## config.mk

```make
export PLATFORM = sky130hd
export DESIGN_NAME = midi_msg_parser_flat
export DESIGN_NICKNAME = d
export VERILOG_FILES = /design/src/rtl/midi_msg_parser_if.sv /design/src/rtl/midi_msg_parser.sv /design/src/flat_wrapper.sv
export SDC_FILE = /design/constraint.sdc
export NUM_CORES = 1
export LEC_CHECK = 0
export BUFFER_PORTS_ARGS = -buffer_cell sky130_fd_sc_hd__buf_2
export CAP_MARGIN = 15
export CORE_MARGIN = 5
export CORE_UTILIZATION = 40
export DETAILED_ROUTE_END_ITERATION = 16
export PLACE_DENSITY_LB_ADDON = 0.25
export SLEW_MARGIN = 15
export SYNTH_ARGS = -nofsm -noshare
export SYNTH_HDL_FRONTEND = slang
export SYNTH_SLANG_ARGS = --single-unit
export TNS_END_PERCENT = 20
```

## constraint.sdc

```tcl
create_clock -name clk -period 2 [get_ports clk]
set_clock_uncertainty 0.05 [all_clocks]
set_input_delay 0.1 -clock clk [delete_from_list [all_inputs] [get_ports clk]]
set_output_delay 0.1 -clock clk [all_outputs]
set_load 0.03 [all_outputs]
```

## src/rtl/midi_msg_parser_if.sv

```systemverilog
`default_nettype none
// ============================================================================
// Module      : midi_msg_parser_if
// Description : Bundles the byte stream from the MIDI serial receiver with the
//               parsed event / LED outputs of midi_msg_parser.
//               master : byte source / event consumer
//               slave  : the parser itself
//   byte_in[7:0], byte_valid, byte_err         : received byte and strobes
//   evt_valid, evt_note_on, evt_channel[3:0],
//   evt_note[6:0], evt_velocity[6:0]           : note event
//   note_led[6:0], note_active                 : last sounding note
//   parse_err, evt_count[15:0]                 : error pulse, event counter
// Revision    : 1.0 - initial release
// ============================================================================
interface midi_msg_parser_if;
  logic [7:0]  byte_in;
  logic        byte_valid;
  logic        byte_err;
  logic        evt_valid;
  logic        evt_note_on;
  logic [3:0]  evt_channel;
  logic [6:0]  evt_note;
  logic [6:0]  evt_velocity;
  logic [6:0]  note_led;
  logic        note_active;
  logic        parse_err;
  logic [15:0] evt_count;

  modport master (
    output byte_in, byte_valid, byte_err,
    input  evt_valid, evt_note_on, evt_channel, evt_note, evt_velocity,
    input  note_led, note_active, parse_err, evt_count
  );

  modport slave (
    input  byte_in, byte_valid, byte_err,
    output evt_valid, evt_note_on, evt_channel, evt_note, evt_velocity,
    output note_led, note_active, parse_err, evt_count
  );
endinterface
`default_nettype wire

```

## src/rtl/midi_msg_parser.sv

```systemverilog
`default_nettype none
// ============================================================================
// Module      : midi_msg_parser
// Description : Parses the framed MIDI byte stream into note-on / note-off
//               events with running status, realtime interleave, sysex
//               skipping and velocity-0 note-off. Tracks the last sounding
//               note for the LED bank and counts accepted events.
// Ports       : clk   - system clock
//               reset - synchronous, active-low reset
//               bus   - midi_msg_parser_if.slave (byte input, event outputs)
// Parameters  : CH_FILTER_EN - 1 = emit events only for channel CH_SELECT
//               CH_SELECT    - accepted channel (0-15)
// Revision    : 1.0 - initial release
// ============================================================================
module midi_msg_parser #(
  parameter int CH_FILTER_EN = 0,
  parameter int CH_SELECT    = 0
) (
  input  logic                 clk,
  input  logic                 reset,
  midi_msg_parser_if.slave     bus
);

  localparam logic [1:0] c_IDLE    = 2'd0;
  localparam logic [1:0] c_WAIT_D1 = 2'd1;
  localparam logic [1:0] c_WAIT_D2 = 2'd2;
  localparam logic [1:0] c_SYSEX   = 2'd3;

  localparam logic [3:0] c_CH_SEL  = 4'(CH_SELECT);

  // Running status is implied by the state: WAIT_D1/WAIT_D2 are only reachable
  // after a channel status byte, and every path that clears it leaves them.
  logic [1:0]  r_state;
  logic [3:0]  r_rs;
  logic [3:0]  r_ch;
  logic [6:0]  r_d1;
  logic        r_evt_valid;
  logic        r_evt_note_on;
  logic [3:0]  r_evt_channel;
  logic [6:0]  r_evt_note;
  logic [6:0]  r_evt_velocity;
  logic [6:0]  r_note_led;
  logic        r_note_active;
  logic        r_parse_err;
  logic [15:0] r_evt_count;

  logic w_is_status;
  logic w_two_byte;
  logic w_ch_pass;
  logic w_emit;
  logic w_note_on;

  assign w_is_status = bus.byte_in[7];
  // Program change (0xC) and channel pressure (0xD) carry a single data byte.
  assign w_two_byte  = (r_rs != 4'hC) && (r_rs != 4'hD);
  assign w_ch_pass   = (CH_FILTER_EN == 0) || (r_ch == c_CH_SEL);
  assign w_emit      = ((r_rs == 4'h8) || (r_rs == 4'h9)) && w_ch_pass;
  // Note-on with velocity 0 is a note-off.
  assign w_note_on   = (r_rs == 4'h9) && (bus.byte_in[6:0] != 7'd0);

  always_ff @(posedge clk) begin
    if (!reset) begin
      r_state        <= c_IDLE;
      r_rs           <= 4'd0;
      r_ch           <= 4'd0;
      r_d1           <= 7'd0;
      r_evt_valid    <= 1'b0;
      r_evt_note_on  <= 1'b0;
      r_evt_channel  <= 4'd0;
      r_evt_note     <= 7'd0;
      r_evt_velocity <= 7'd0;
      r_note_led     <= 7'd0;
      r_note_active  <= 1'b0;
      r_parse_err    <= 1'b0;
      r_evt_count    <= 16'd0;
    end else begin
      r_evt_valid <= 1'b0;
      r_parse_err <= 1'b0;
      if (bus.byte_err) begin
        r_state     <= c_IDLE;
        r_parse_err <= 1'b1;
      end else if (bus.byte_valid) begin
        if (!w_is_status) begin
          case (r_state)
            c_IDLE: r_parse_err <= 1'b1;
            c_WAIT_D1: begin
              r_d1 <= bus.byte_in[6:0];
              if (w_two_byte) begin
                r_state <= c_WAIT_D2;
              end
            end
            c_WAIT_D2: begin
              r_state <= c_WAIT_D1;
              if (w_emit) begin
                r_evt_valid    <= 1'b1;
                r_evt_note_on  <= w_note_on;
                r_evt_channel  <= r_ch;
                r_evt_note     <= r_d1;
                r_evt_velocity <= bus.byte_in[6:0];
                r_evt_count    <= r_evt_count + 16'd1;
                if (w_note_on) begin
                  r_note_led    <= r_d1;
                  r_note_active <= 1'b1;
                end else if (r_d1 == r_note_led) begin
                  r_note_led    <= 7'd0;
                  r_note_active <= 1'b0;
                end
              end
            end
            default: ; // sysex payload is skipped silently
          endcase
        end else if (bus.byte_in[7:4] != 4'hF) begin
          r_rs    <= bus.byte_in[7:4];
          r_ch    <= bus.byte_in[3:0];
          r_state <= c_WAIT_D1;
        end else if (bus.byte_in == 8'hF0) begin
          r_state <= c_SYSEX;
        end else if (!bus.byte_in[3]) begin
          // 0xF1-0xF7: system common / end of sysex cancels running status.
          r_state <= c_IDLE;
        end
        // 0xF8-0xFF realtime bytes fall through with no effect.
      end
    end
  end

  assign bus.evt_valid    = r_evt_valid;
  assign bus.evt_note_on  = r_evt_note_on;
  assign bus.evt_channel  = r_evt_channel;
  assign bus.evt_note     = r_evt_note;
  assign bus.evt_velocity = r_evt_velocity;
  assign bus.note_led     = r_note_led;
  assign bus.note_active  = r_note_active;
  assign bus.parse_err    = r_parse_err;
  assign bus.evt_count    = r_evt_count;

endmodule
`default_nettype wire
```

## src/flat_wrapper.sv

```systemverilog
// flat-port wrapper written by rule: the top's interface ports become plain ports
module midi_msg_parser_flat 
#(
  parameter int CH_FILTER_EN = 0,
  parameter int CH_SELECT    = 0
)
  (clk, reset, bus_byte_in, bus_byte_valid, bus_byte_err, bus_evt_valid, bus_evt_note_on, bus_evt_channel, bus_evt_note, bus_evt_velocity, bus_note_led, bus_note_active, bus_parse_err, bus_evt_count);
  midi_msg_parser_if bus_i ();
  input  logic clk;
  input  logic reset;
  input wire logic [$bits(bus_i.byte_in)-1:0] bus_byte_in;
  input wire logic [$bits(bus_i.byte_valid)-1:0] bus_byte_valid;
  input wire logic [$bits(bus_i.byte_err)-1:0] bus_byte_err;
  output wire logic [$bits(bus_i.evt_valid)-1:0] bus_evt_valid;
  output wire logic [$bits(bus_i.evt_note_on)-1:0] bus_evt_note_on;
  output wire logic [$bits(bus_i.evt_channel)-1:0] bus_evt_channel;
  output wire logic [$bits(bus_i.evt_note)-1:0] bus_evt_note;
  output wire logic [$bits(bus_i.evt_velocity)-1:0] bus_evt_velocity;
  output wire logic [$bits(bus_i.note_led)-1:0] bus_note_led;
  output wire logic [$bits(bus_i.note_active)-1:0] bus_note_active;
  output wire logic [$bits(bus_i.parse_err)-1:0] bus_parse_err;
  output wire logic [$bits(bus_i.evt_count)-1:0] bus_evt_count;
  assign bus_i.byte_in = bus_byte_in;
  assign bus_i.byte_valid = bus_byte_valid;
  assign bus_i.byte_err = bus_byte_err;
  assign bus_evt_valid = bus_i.evt_valid;
  assign bus_evt_note_on = bus_i.evt_note_on;
  assign bus_evt_channel = bus_i.evt_channel;
  assign bus_evt_note = bus_i.evt_note;
  assign bus_evt_velocity = bus_i.evt_velocity;
  assign bus_note_led = bus_i.note_led;
  assign bus_note_active = bus_i.note_active;
  assign bus_parse_err = bus_i.parse_err;
  assign bus_evt_count = bus_i.evt_count;
  midi_msg_parser #(.CH_FILTER_EN(CH_FILTER_EN), .CH_SELECT(CH_SELECT)) u_core (.clk(clk), .reset(reset), .bus(bus_i));
endmodule
```

After elaboration in Yosys (flattened, before gate mapping)
Index checks and enable logic that the tools add are counted.
{"block": "word_totals", "ff_bits": 62, "input_bits": 12, "out_inout_bits": 45, "word_cells": 59}
{"block": "op_classes", "addsub": 1, "eq_ne": 11, "mux": 15, "n_bitwise": 5, "n_reduce_logical": 14}
{"op": "16-bit by 1-bit adder with 16-bit output, second input constant", "count": 1}
{"op": "7-bit two-way mux", "count": 2}
{"op": "4-bit != test, second input constant", "count": 3}
{"op": "4-bit AND reduction", "count": 3}
{"op": "2-bit two-way mux", "count": 5}
{"op": "4-bit == test, second input constant", "count": 2}
{"op": "8-bit == test, second input constant", "count": 1}
{"op": "7-bit == test", "count": 1}
{"op": "1-bit two-way mux", "count": 7}
{"op": "7-bit nonzero test", "count": 1}
{"op": "6-bit AND reduction", "count": 1}
{"op": "1-bit NOT", "count": 5}
{"op": "5-bit AND reduction", "count": 1}
{"op": "5-bit OR reduction", "count": 1}
{"op": "4-bit by 2-bit != test with 1-bit output, second input constant", "count": 1}
{"op": "2-bit case mux with 2 select lines", "count": 1}
{"op": "3-bit by 2-bit != test with 1-bit output, second input constant", "count": 1}
{"op": "3-bit nonzero test", "count": 1}
{"op": "2-bit by 1-bit == test with 1-bit output, second input constant", "count": 1}
{"op": "2-bit == test, second input constant", "count": 1}
{"op": "1-bit logical AND", "count": 2}
{"op": "2-bit zero test", "count": 1}
{"op": "2-bit nonzero test", "count": 1}
{"op": "2-bit OR reduction", "count": 1}
{"op": "1-bit logical OR", "count": 1}

Depth between registers and ports, before layout
Gate-level depths: netlist of run 1.
{"block": "logic_depth", "word_depth": 5, "ltp_mapped": 7, "depth_no_buf": 4}

Least setup slack after synthesis of run 1
No wires, ideal clock.
{"block": "synth_path", "path_kind": "register to register", "from": "reg u_core.r_evt_count[4], in the netlist u_core.bus.evt_count[4]", "to": "reg u_core.r_evt_count[14], in the netlist u_core.bus.evt_count[14]", "setup_ns": 0.070, "arrival_ns": 1.682, "required_ns": 1.880, "setup_slack_ns": 0.197, "path_stages_with_launch": 6, "path_buffers": 1, "period_less_slack_ns": 1.803, "path_cell_list": "dfxtp_1 and4_1 clkbuf_1 nand2_1 or4_1 a21oi_1"}
{"block": "synth_between", "elab_chain_len": 1}
{"item": "start: declaration", "line_no": "midi_msg_parser.sv:45", "rtl": "logic [15:0] r_evt_count;"}
{"item": "start signal: assignment", "line_no": "midi_msg_parser.sv:100", "rtl": "r_evt_count <= r_evt_count + 16'd1;"}
{"item": "16-bit by 1-bit adder with 16-bit output", "line_no": "midi_msg_parser.sv:100"}
No other way between the ends.
A chain may end at the register's enable or synchronous reset.

Worst setup path after layout of run 1
{"block": "layout_path", "from": "in bus_byte_in[1]", "to": "reg u_core.r_note_led[1], in the netlist u_core.bus.note_led[1]"}
{"block": "layout_between", "elab_chain_len": 4, "word_cells_on_any_way": 5, "cone_classes": "mux (1); reduce/logical (4)"}
{"item": "start: declaration", "line_no": "flat_wrapper.sv:11", "rtl": "input wire logic [$bits(bus_i.byte_in)-1:0] bus_byte_in;"}
{"item": "7-bit nonzero test (*)", "line_no": "midi_msg_parser.sv:59", "rtl": "assign w_note_on = (r_rs == 4'h9) && (bus.byte_in[6:0] != 7'd0);"}
{"item": "1-bit logical AND (*)", "line_no": "midi_msg_parser.sv:59"}
{"item": "2-bit nonzero test (no line)"}
{"item": "6-bit AND reduction (no line)"}
{"item": "end signal: assignment", "line_no": "midi_msg_parser.sv:102", "rtl": "r_note_led <= r_d1;"}
{"item": "end: declaration", "line_no": "midi_msg_parser.sv:42", "rtl": "logic [6:0] r_note_led;"}
Mark *: on every way between the ends. The rest lies on a longest branch, timed or not.

==> results of run 1 <==
[power groups by stage]
| stage | Clock (mW) | Combinational [mW] | Sequential, mW |
|---|---|---|---|
| after global routing | 1.18 | 0.126 | 1.25 |
| after global placement | 0 | 0.111 | 1.28 |
| after detailed placement | 0 | 0.111 | 1.28 |
| after floorplan | 0 | 0.0607 | 1.28 |
| final | 1.09 | 0.116 | 1.25 |
| after CTS | 1.12 | 0.116 | 1.25 |
[synth_stat cells, types with 2 or more instances]
| master | number |
|---|---|
| nand2_1 | 55 |
| a21oi_1 | 32 |
| o21a_1 | 4 |
| and2_1 | 2 |
| dfxtp_1 | 62 |
| xor2_1 | 4 |
| o21ai_0 | 12 |
| nor2_1 | 19 |
| nor2b_1 | 2 |
| buf_2 | 7 |
| o221ai_1 | 7 |
| xnor2_1 | 6 |
| nor4_1 | 2 |
| or3_1 | 9 |
| o221a_2 | 3 |
| mux2i_1 | 11 |
| clkbuf_1 | 10 |
| nand3_1 | 16 |
| nand4_1 | 14 |
| and4_1 | 3 |
| inv_1 | 5 |
[timing repair]
item	CTS	global route
setup endpoints to repair	0	0
setup buffers	0	0
hold buffers	3	0
hold endpoints to repair	3	0
[logic make-up after synthesis]
group / share of synthesized area
XOR/XNOR: 0.0333
flip-flops: 0.471
AND/OR/NAND/NOR: 0.242
adder cells (fa/ha/maj): 0.00475
multiplexers: 0.0418
buffers and inverters: 0.0380
AO/OA/AOI/OAI: 0.169
[sequential cells by signal, summed over array words and instances (netlist names)]
signal / cells
u_core.bus.evt_channel: 4
u_core.bus.evt_count: 16
u_core.bus.evt_note: 7
u_core.bus.evt_note_on: 1
u_core.bus.evt_valid: 1
u_core.bus.evt_velocity: 7
u_core.bus.note_active: 1
u_core.bus.note_led: 7
u_core.bus.parse_err: 1
u_core.r_ch: 4
u_core.r_d1: 7
u_core.r_rs: 4
u_core.r_state: 2
[how the worst max path moves through the flow]
stage	from	to	slack, ns	cells past startpoint
floorplan	u_core.bus.evt_count[4]	u_core.bus.evt_count[14]	0.20	5
global placement	u_core.r_state[0]	u_core.bus.evt_count[15]	0.26	4
detailed placement	u_core.r_state[0]	u_core.bus.evt_count[15]	0.22	4
CTS	bus_byte_in[1]	u_core.bus.note_led[4]	0.11	6
global route	bus_byte_in[1]	u_core.bus.note_led[2]	0.005	6
finish	bus_byte_in[1]	u_core.bus.note_led[1]	0.09	6
[worst max-delay path, cell delays in order]
cell	delay [ns]
dlygate4sd3_1	0.53
buf_2	0.16
or4_4	0.53
o41a_1	0.48
nand4_1	0.16
o221ai_1	0.11
[layout by cell type, fill, tap and decap left out, types with 2 or more instances in the layout]
cell	n
a21oi_1	32
and2_1	2
and4_1	3
buf_12	2
buf_2	56
buf_4	7
clkbuf_8	10
clkinv_2	3
dfxtp_1	62
dlygate4sd3_1	3
inv_1	5
mux2i_1	11
nand2_1	55
nand3_1	16
nand4_1	14
nor2_1	19
nor2b_1	2
nor4_1	2
o21a_1	4
o21ai_0	12
o221a_2	3
o221ai_1	7
or3_1	9
xnor2_1	6
xor2_1	4
[cell type report]
type                    count  area, um2  area share
well taps                  77       96.3      0.0296
clock inverters             6       61.3      0.0189
repair buffers             68        403       0.124
multi-input cells         217       1290       0.398
inverters                   5       18.8     0.00577
flip-flops and latches     62       1240       0.382
clock buffers              10        138      0.0423
[routing by layer]
metal | share of wire | vias up
met5 | 0 | -
met4 | 0.020 | 0
met3 | 0.065 | 12
met2 | 0.46 | 79
met1 | 0.45 | 1122
li1 | - | 1205
==> results.md, run 1 <==
* Fin crit period at approximately 1.9 ns
* Routed len/inst at 14.6 um
* Clock Root Buffer: clkbuf_8
* H-Tree Depth at 3
* Worst hold start: bus_byte_valid
* Ant. Diodes at 0
* Worst r2r src: u_core.r_state[0]
* Async S/R FF share, synth at 0
* Final setup vio count at 0
* Fin Setup TNS at 0 ns
* Crit path launch type: input port
* Die X at slightly above 90 um
* Hold EP: u_core.bus.parse_err
* Layout cells sized above 1 at 0.242
* Drt pass-1 iters at 4
* Clock latency on the worst-skew pair at 0.33 ns
* Netlist Area Pre-Place at approximately 2600 um2
* Average size of a mapped cell at a little under 9 um2
* Final period utilization at 0.953
* Syn-to-layout area delta at 23.4%
* Vias after detailed routing at roughly 2400
* Overall Power at ~2.5 mW
* Count of cell types in the netlist at 39
* Internal power at 1.89 mW
* Via density per instance at roughly 5.4
* Post-Place Cells at around 430
* Critical path type: in -> reg
* Logic gate share of total power at 0.047
* Post-route ant nets at 0
* FF-to-FF End: u_core.bus.evt_count[15]
* Synth top area cells: dfxtp_1 (47%), nand2_1 (7.8%), a21oi_1 (6.1%)
* Num CTS Buffers at 9
* CP required at 2.16 ns
* Max FO, Critical Path at 9
* Hold WC Path Type: in -> reg
* Core ar. at around 6400 um2
* WP data arrival at around 2.1 ns
* Clock network fraction of design power at 0.443
* Hpwl dp at between 4000 and 5000 um
* Sequential share of power at 0.510
* Endpoints failing hold at 0
* Global Route met1 Usage at 0.197
* Leak Pwr at ~1.3 nW
* Final GP Congestion at 0.821
* Cell accounting for the most synthesized area: dfxtp_1
* Most Crowded Layer GR: met2
* Final worst slack at ~0.094 ns
* Placed inst area at slightly above 3000 um2
* Height of the die at 91.1 um
* Total Wirelength at about 6500 um
* Row Count at 29
* NetSw at 0.570 mW
* Final #Nets at between 300 and 400
* Final cell count without fillers at between 400 and 500
* Synth top area share at 0.471
* Synthesis-stage register bit count at 62
* Final slew viol count at 0
* Worst-path clk slew at 0.07 ns
* Reg2reg path depth at 4
* Initial Utilization at 0.412
* Sw frac at 0.232
* Vias in the first global route at around 2300
* Final core occ at 0.509
* Max-Cap Viols at 0
* Grt total ovfl at 0
* Gate Count Post-Synth at between 300 and 400
* Least-Margin Pin Slew at 0.643 ns
* Post-Syn Nets at approximately 320
* Global-route wire length before repair at about 11000 um
* Fill count at around 600
* Status: finished, final reports clean
* TritonCTS clock tree: yes
* Max-Slew Margin vs Limit at 0.571
* Dpl ws at ~0.22 ns
* Post-CTS sizing at 0
* Pin count of the biggest net entering global routing at 37
* Post-route cell area at ~3300 um2
* Top-Level Pins at 57
* Initial antenna violation count at 0
* IO buf count at 56
* Met3 GRT Util at 0.0430
* Max Fclk at roughly 520 MHz
* Synth warn at 0
* WHS Path Cells at 3
* Reg2reg setup slack at about 0.23 ns
* RSZ-0062 raised after global routing: false
* Post-route DRC violation count at 0
* Post-synth EDFFs at 0
* Worst Setup End Kind: flip-flop
* Fin Hold WS at roughly 0.024 ns
* Pwr per Cell Area at approximately 760 nW/um2
* 1st-iter DRT viols at about 130
* Sequential fraction of the synthesis area at 0.471
* CTS Buffer Depth at 2
* Clk sinks at 62
* Post-synth top flop: dfxtp_1
* Worst vdd ir at between 0.3 and 0.4 mV
* Total GRT Usage at 0.156
* Die area at 8310 um2
* Met2 usage at 0.250
No activity file was read; power rests on OpenSTA's default activity.
==> run 2, diff against run 1 <==
Settings changed: ABC_AREA from default to 1, CORE_UTILIZATION 40 to 54.
==> run 2 against run 1 <==
Compared with the run above:
- sequential share of layout area is 0.074 points higher
- total power hardly changed
- sequential power hardly changed
- final cell count is 13% higher
- synthesized area is 2.4% higher
- design area is 0.19% lower
- via count is 4.9% higher
- non-clock buffer count is 4 lower
- core utilization is 17 points higher
- largest cell class is now registers
==> results.md, run 2 <==
* Post CTS Setup Buffer Count at 0 (unchanged)
* Row Count at 25 (-14%)
* Fin Setup TNS at 0 ns (unchanged)
* Top delay family on crit path: simple AND/OR/NAND/NOR gates
* Post-synth top flop: dfxtp_1
* Post-Place Cells at 485 (+14%)
* Clock latency on the worst-skew pair at 0.34 ns (about the same)
* Max reg flops at 16 (unchanged)
* Synth top area cells: dfxtp_1 (46%), nor2_1 (8.8%), nand2_1 (8.6%)
* Max-Cap Viols at 0 (unchanged)
* Reg2reg path depth at 8 (+4)
* Syn-to-layout area delta at 20.3%
* Max FO, Critical Path at 11 (+2)
* Worst Setup End Kind: flip-flop
* IO buf count at 56 (unchanged)
* Sequential fraction of the synthesis area at 0.460 (-0.0111)
* Crit-path cells: nand2_2 > nor2_1 > nand2_1 > nor2_2 > nand3_1 > nand2_1 > inv_1 > nor2_1
* Status: finished, final reports clean
* Slowest CP cell: dfxtp_1
* Grt total ovfl at 0 (unchanged)
* Top-Level Pins at 57 (unchanged)
* Async S/R FF share, synth at 0 (unchanged)
* Post-Syn Nets at 380 (+20%)
* Die X at 80.7 um (-11%)
* Worst vdd ir at 0.552 mV (+47%)
* Synthesis-stage register bit count at 62 (unchanged)
* Post-route ant nets at 0 (unchanged)
* Register Area at 1240 um2 (unchanged)
* Post-CTS sizing at 0 (unchanged)
* Routed len/inst at 12.2 um (-16%)
* Fin Hold WS at 0.0172 ns (-0.00659 ns)
* Cell accounting for the most synthesized area: dfxtp_1
* Fin crit period at 1.71 ns (-0.191 ns)
* Vias after detailed routing at 2537 (+4.9%)
* Global-route wire length before repair at 10500 um (-2.0%)
* Post-synth EDFFs at 0 (unchanged)
* Multi-input logic area at 1220 um2 (-5.3%)
* Overall Power at 2.46 mW (about the same)
* Final setup vio count at 0 (unchanged)
* Critical path type: reg -> reg
* Max Fclk at 583 MHz (+11%)
* Vias in the first global route at 2361 (+4.9%)
* WHS Path Cells at 3 (unchanged)
* Fill count at 432 (-28%)
* Initial antenna violation count at 0 (unchanged)
* CP Depth at 8 (+2)
* CTS Buffer Depth at 2 (unchanged)
* Final cell count without fillers at 503 (+13%)
* Least-Margin Pin Slew at 0.557 ns (-0.0861 ns)
* CP required at 2.23 ns (+0.07 ns)
* Gate Count Post-Synth at 367 (+21%)
* Synth top area share at 0.460 (-0.0111)
* Num CTS Buffers at 9 (unchanged)
* Count of cell types in the netlist at 27 (-31%)
* Dpl ws at 0.311 ns (+0.0895 ns)
* Drt pass-1 iters at 4 (unchanged)
* Final #Nets at 444 (+18%)
* Via density per instance at 5.04 (-7.2%)
* Hold WC Path Type: in -> reg
* Clk sinks at 62 (unchanged)
* Clock Root Buffer: clkbuf_8
* Synth warn at 0 (unchanged)
* Ant. Diodes at 0 (unchanged)
* H-Tree Depth at 3 (unchanged)
* Total Wirelength at 6150 um (-5.1%)
* Final worst slack at 0.285 ns (+0.191 ns)
* Pin count of the biggest net entering global routing at 40 (+8.1%)
* Height of the die at 80.7 um (-11%)
* Core ar. at 4790 um2 (-25%)
* Most common cell after layout, fill and taps aside: nor2_1
* Pwr per Cell Area at 759 nW/um2 (+0.22%)
* Die area at 6510 um2 (-22%)
* Final period utilization at 0.857 (-0.0955)
* Biggest cell delay along the critical path at 0.45 ns (-0.08 ns)
* FF-to-FF End: u_core.bus.evt_count[12]
* Post-route DRC violation count at 0 (unchanged)
* Leak Pwr at 1.40 nW (+3.7%)
* Reg2reg setup slack at 0.29 ns (+0.06 ns)
* 1st-iter DRT viols at 137 (+8.7%)
* WP data arrival at 1.94 ns (-0.13 ns)
* Average size of a mapped cell at 7.35 um2 (-15%)
* Hold EP: u_core.bus.evt_velocity[1]
* Hpwl dp at 4520 um (-1.1%)
* Buf+Inv Stages, Crit Path at 1 (-1)
* Most numerous cell in the Yosys netlist: nor2_1
* Crit path launch type: flip-flop
* Top cells by count, synth: nor2_1 (63), dfxtp_1 (62), nand2_1 (62)
* RSZ-0062 raised after global routing: false
* Worst r2r src: u_core.r_state[1]
* Commonest non-fill, non-tap cells in the layout: nor2_1 (63), nand2_1 (62), dfxtp_1 (62)
* Max-Slew Margin vs Limit at 0.626 (+0.0556)
* Final GP Congestion at 0.832 (+1.3%)
* TritonCTS clock tree: yes
* Placed inst area at 3020 um2 (about the same)
* Post-route cell area at 3240 um2 (-0.19%)
* Netlist Area Pre-Place at 2700 um2 (+2.4%)
* Final slew viol count at 0 (unchanged)
* Worst hold start: bus_byte_in[1]
* Total GRT Usage at 0.207 (+0.0512)
* Worst-path clk slew at 0.07 ns (about the same)
* Final core occ at 0.678 (+0.169)
* Endpoints failing hold at 0 (unchanged)
* Initial Utilization at 0.564 (+0.151)
* Layout cells sized above 1 at 0.211 (-0.0308)
[run 2: cells by family (layout without fill, tap and decap cells)]
group / after synthesis / in the layout / synth area share
and+or+nand+nor: 167 / 167 / 0.280
AOI/OAI and AO/OA: 79 / 79 / 0.147
DFF: 62 / 62 / 0.460
buffers and inverters: 51 / 120 / 0.0863
xor gates and xnor gates: 7 / 7 / 0.0227
adders and majority gates: 1 / 1 / 0.00464
[run 2: final cells by class]
cell class                 count  share of cell area
clock inverter                 4              0.0139
tap                           67              0.0258
inverter                      40              0.0463
timing repair buffer          64               0.106
clock buffer                  12              0.0478
sequential                    62               0.383
multi-input combinational    254               0.377
[run 2: how the worst max path moves through the flow]
stage / end / from
after detailed placement: u_core.bus.evt_count[12] / u_core.r_state[1]
after global routing: u_core.bus.evt_count[14] / u_core.r_state[0]
after floorplan: u_core.bus.evt_count[15] / u_core.bus.evt_count[3]
after global placement: u_core.bus.evt_count[14] / u_core.r_state[1]
final: u_core.bus.evt_count[12] / u_core.r_state[1]
after CTS: u_core.bus.evt_count[12] / u_core.r_state[1]
[run 2: what timing repair did]
action                                 CTS  global route
endpoints found under the hold margin    2             0
hold buffers                             2             0
setup endpoints to repair                0             0
[run 2: per-layer routing]
layer / track usage / up-vias / share of wire
met2: 0.319 / 64 / 0.44
li1: - / 1310 / -
met5: 0 / - / 0
met4: 0.0794 / 0 / 0.017
met1: 0.273 / 1149 / 0.48
met3: 0.0605 / 14 / 0.062
[run 2: power by group]
| part | internal (mW) | switching (mW) | leakage (nW) |
|---|---|---|---|
| registers | 1.25 | 0.00697 | 0.501 |
| logic | 0.0348 | 0.0711 | 0.791 |
| clock network | 0.637 | 0.465 | 0.106 |
| total | 1.92 | 0.543 | 1.40 |
[run 2: worst min-delay path, cell delays in order]
cell     delay (ns)
buf_2          0.08
inv_1          0.07
a21oi_1        0.12
==> run 3, diff against run 2 <==
Settings changed: CORE_MARGIN 5 to default.
==> run 3 against run 2 <==
Compared with the run above:
- critical path depth is 1 lower
- final cell count is 0.80% lower
- die area is 19% lower
- total power is 6.6% higher
- core utilization is 0.42 points higher
- design area hardly changed
- clock power is 15% higher
- clock-buffer cell count is 1 higher
- highest routed layer unchanged
==> results.md, run 3 (synthesis gave the netlist of run 2 again) <==
* Worst hold start: bus_byte_in[2]
* WP data arrival at 1.88 ns (-0.06 ns)
* Fill count at 443 (+2.5%)
* Leak Pwr at 1.39 nW (-0.41%)
* H-Tree Depth at 3 (unchanged)
* RSZ-0062 raised after global routing: false
* Cts hold-fix bufs at 0 (-2)
* Worst r2r src: u_core.r_state[1]
* Crit path launch type: flip-flop
* Clock Root Buffer: clkbuf_8
* Height of the die at 72.7 um (-9.9%)
* Core ar. at 4750 um2 (-0.65%)
* Max reg flops at 16 (unchanged)
* Slowest CP cell: dfxtp_1
* Sequential share of power at 0.478 (-0.031)
* 1st-iter DRT viols at 125 (-8.8%)
* Total GRT Usage at 0.255 (+0.0474)
* Final GP Congestion at 0.831 (about the same)
* Final #Nets at 440 (-0.90%)
* Buf+Inv Stages, Crit Path at 0 (-1)
* Fin crit period at 1.71 ns (-0.000546 ns)
* Sw frac at 0.207 (-0.0136)
* Ant. Diodes at 0 (unchanged)
* Logic gate share of total power at 0.040 (-0.003)
* Clock network fraction of design power at 0.482 (+0.034)
* Most common cell after layout, fill and taps aside: nor2_1
* Pin count of the biggest net entering global routing at 44 (+10%)
* Row Count at 25 (unchanged)
* IO buf count at 56 (unchanged)
* Final slew viol count at 0 (unchanged)
* Post CTS Setup Buffer Count at 0 (unchanged)
* Status: finished, final reports clean
* Max FO, Critical Path at 11 (unchanged)
* Internal power at 2.08 mW (+8.5%)
* Hpwl dp at 4320 um (-4.6%)
* Crit-path cells: nand2_2 > nor2_1 > nand2_1 > nor2_2 > nand3_1 > nand2_1 > nor2_1
* Max-Slew Margin vs Limit at 0.627 (+0.000759)
* Total Wirelength at 6260 um (+1.8%)
* Top delay family on crit path: simple AND/OR/NAND/NOR gates
* Routed len/inst at 12.5 um (+2.6%)
* Pwr per Cell Area at 809 nW/um2 (+6.6%)
* Max Fclk at 583 MHz (about the same)
* Biggest cell delay along the critical path at 0.45 ns (about the same)
* Via density per instance at 5.20 (+3.1%)
* Worst-path clk slew at 0.06 ns (about the same)
* CP required at 2.16 ns (-0.07 ns)
* Final setup vio count at 0 (unchanged)
* Top-Level Pins at 57 (unchanged)
* Worst vdd ir at 0.465 mV (-16%)
* Initial Utilization at 0.567 (+0.00371)
* Endpoints failing hold at 0 (unchanged)
* Worst Setup End Kind: flip-flop
* Post-route ant nets at 0 (unchanged)
* Global-route wire length before repair at 10300 um (-1.7%)
* Final core occ at 0.682 (+0.00420)
* Max-Cap Viols at 0 (unchanged)
* Post-CTS sizing at 0 (unchanged)
* Syn-to-layout area delta at 20.2% (about the same)
* Grt total ovfl at 0 (unchanged)
* Post-route DRC violation count at 0 (unchanged)
* Die area at 5280 um2 (-19%)
* Vias after detailed routing at 2595 (+2.3%)
* Critical path type: reg -> reg
* Clock latency on the worst-skew pair at 0.34 ns (about the same)
* Clk sinks at 62 (unchanged)
* NetSw at 0.543 mW (about the same)
* Final period utilization at 0.857 (about the same)
* TritonCTS clock tree: yes
* Crit path from: u_core.r_state[1]
* Layout cells sized above 1 at 0.208 (-0.00268)
* Fin Setup TNS at 0 ns (unchanged)
* Overall Power at 2.62 mW (+6.6%)
* CTS Buffer Depth at 2 (unchanged)
* Commonest non-fill, non-tap cells in the layout: nor2_1 (63), nand2_1 (62), dfxtp_1 (62)
* Vias in the first global route at 2282 (-3.3%)
* Num CTS Buffers at 9 (unchanged)
* Die X at 72.7 um (-9.9%)
* Hold WC Path Type: in -> reg
* Drt pass-1 iters at 4 (unchanged)
* Initial antenna violation count at 0 (unchanged)
* Least-Margin Pin Slew at 0.556 ns (-0.00113 ns)
-- run 3: tightest hold or removal path, delay by kind of cell --
kind	cells	cell delay (ns)
buf+inv	2	0.15
compound gates	1	0.12
-- run 3: area by class of cell --
class | instances | area (um2) | share of cell area
Multi-Input combinational cell | 254 | 1220 | 0.377
Clock buffer | 13 | 169 | 0.0521
Sequential cell | 62 | 1240 | 0.383
Clock inverter | 3 | 65.1 | 0.0201
Tap cell | 67 | 83.8 | 0.0258
Inverter | 40 | 150 | 0.0463
Timing Repair Buffer | 60 | 310 | 0.0957
-- run 3: worst paths after layout --
kind                                      to  slack [ns]  cells after the start
hold / removal    u_core.bus.evt_velocity[2]        0.02                      3
hold reg to reg            u_core.r_state[0]        0.42                      2
setup / recovery    u_core.bus.evt_count[14]        0.29                      7
setup reg to reg    u_core.bus.evt_count[14]        0.29                      7
-- run 3: power by group through the flow --
stage               combinational [mW]  sequential (mW)  clock [mW]
finish                           0.104             1.25        1.27
global route                     0.117             1.26        1.33
CTS                              0.104             1.25        1.28
detailed placement               0.103             1.28           0
global placement                 0.102             1.28           0
floorplan                       0.0634             1.28           0
-- run 3: stage by stage --
stage	hold slack, ns	std cells	cell area, um2	worst slack (ns)
finish	0.0194	499	3240	0.286
floorplan	0.185	367	2700	0.455
detailed placement	0.366	483	3010	0.317
global route	0.0343	499	3240	0.117
CTS	0.0159	499	3240	0.300
global placement	0.369	483	3010	0.336
-- run 3: routing by layer --
layer / global-route usage / vias to the layer above / routed length (um)
li1: - / 1307 / -
met3: 0.0718 / 13 / 424
met5: 0 / - / 0
met4: 0.0915 / 0 / 108
met1: 0.314 / 1176 / 2780
met2: 0.425 / 99 / 2940
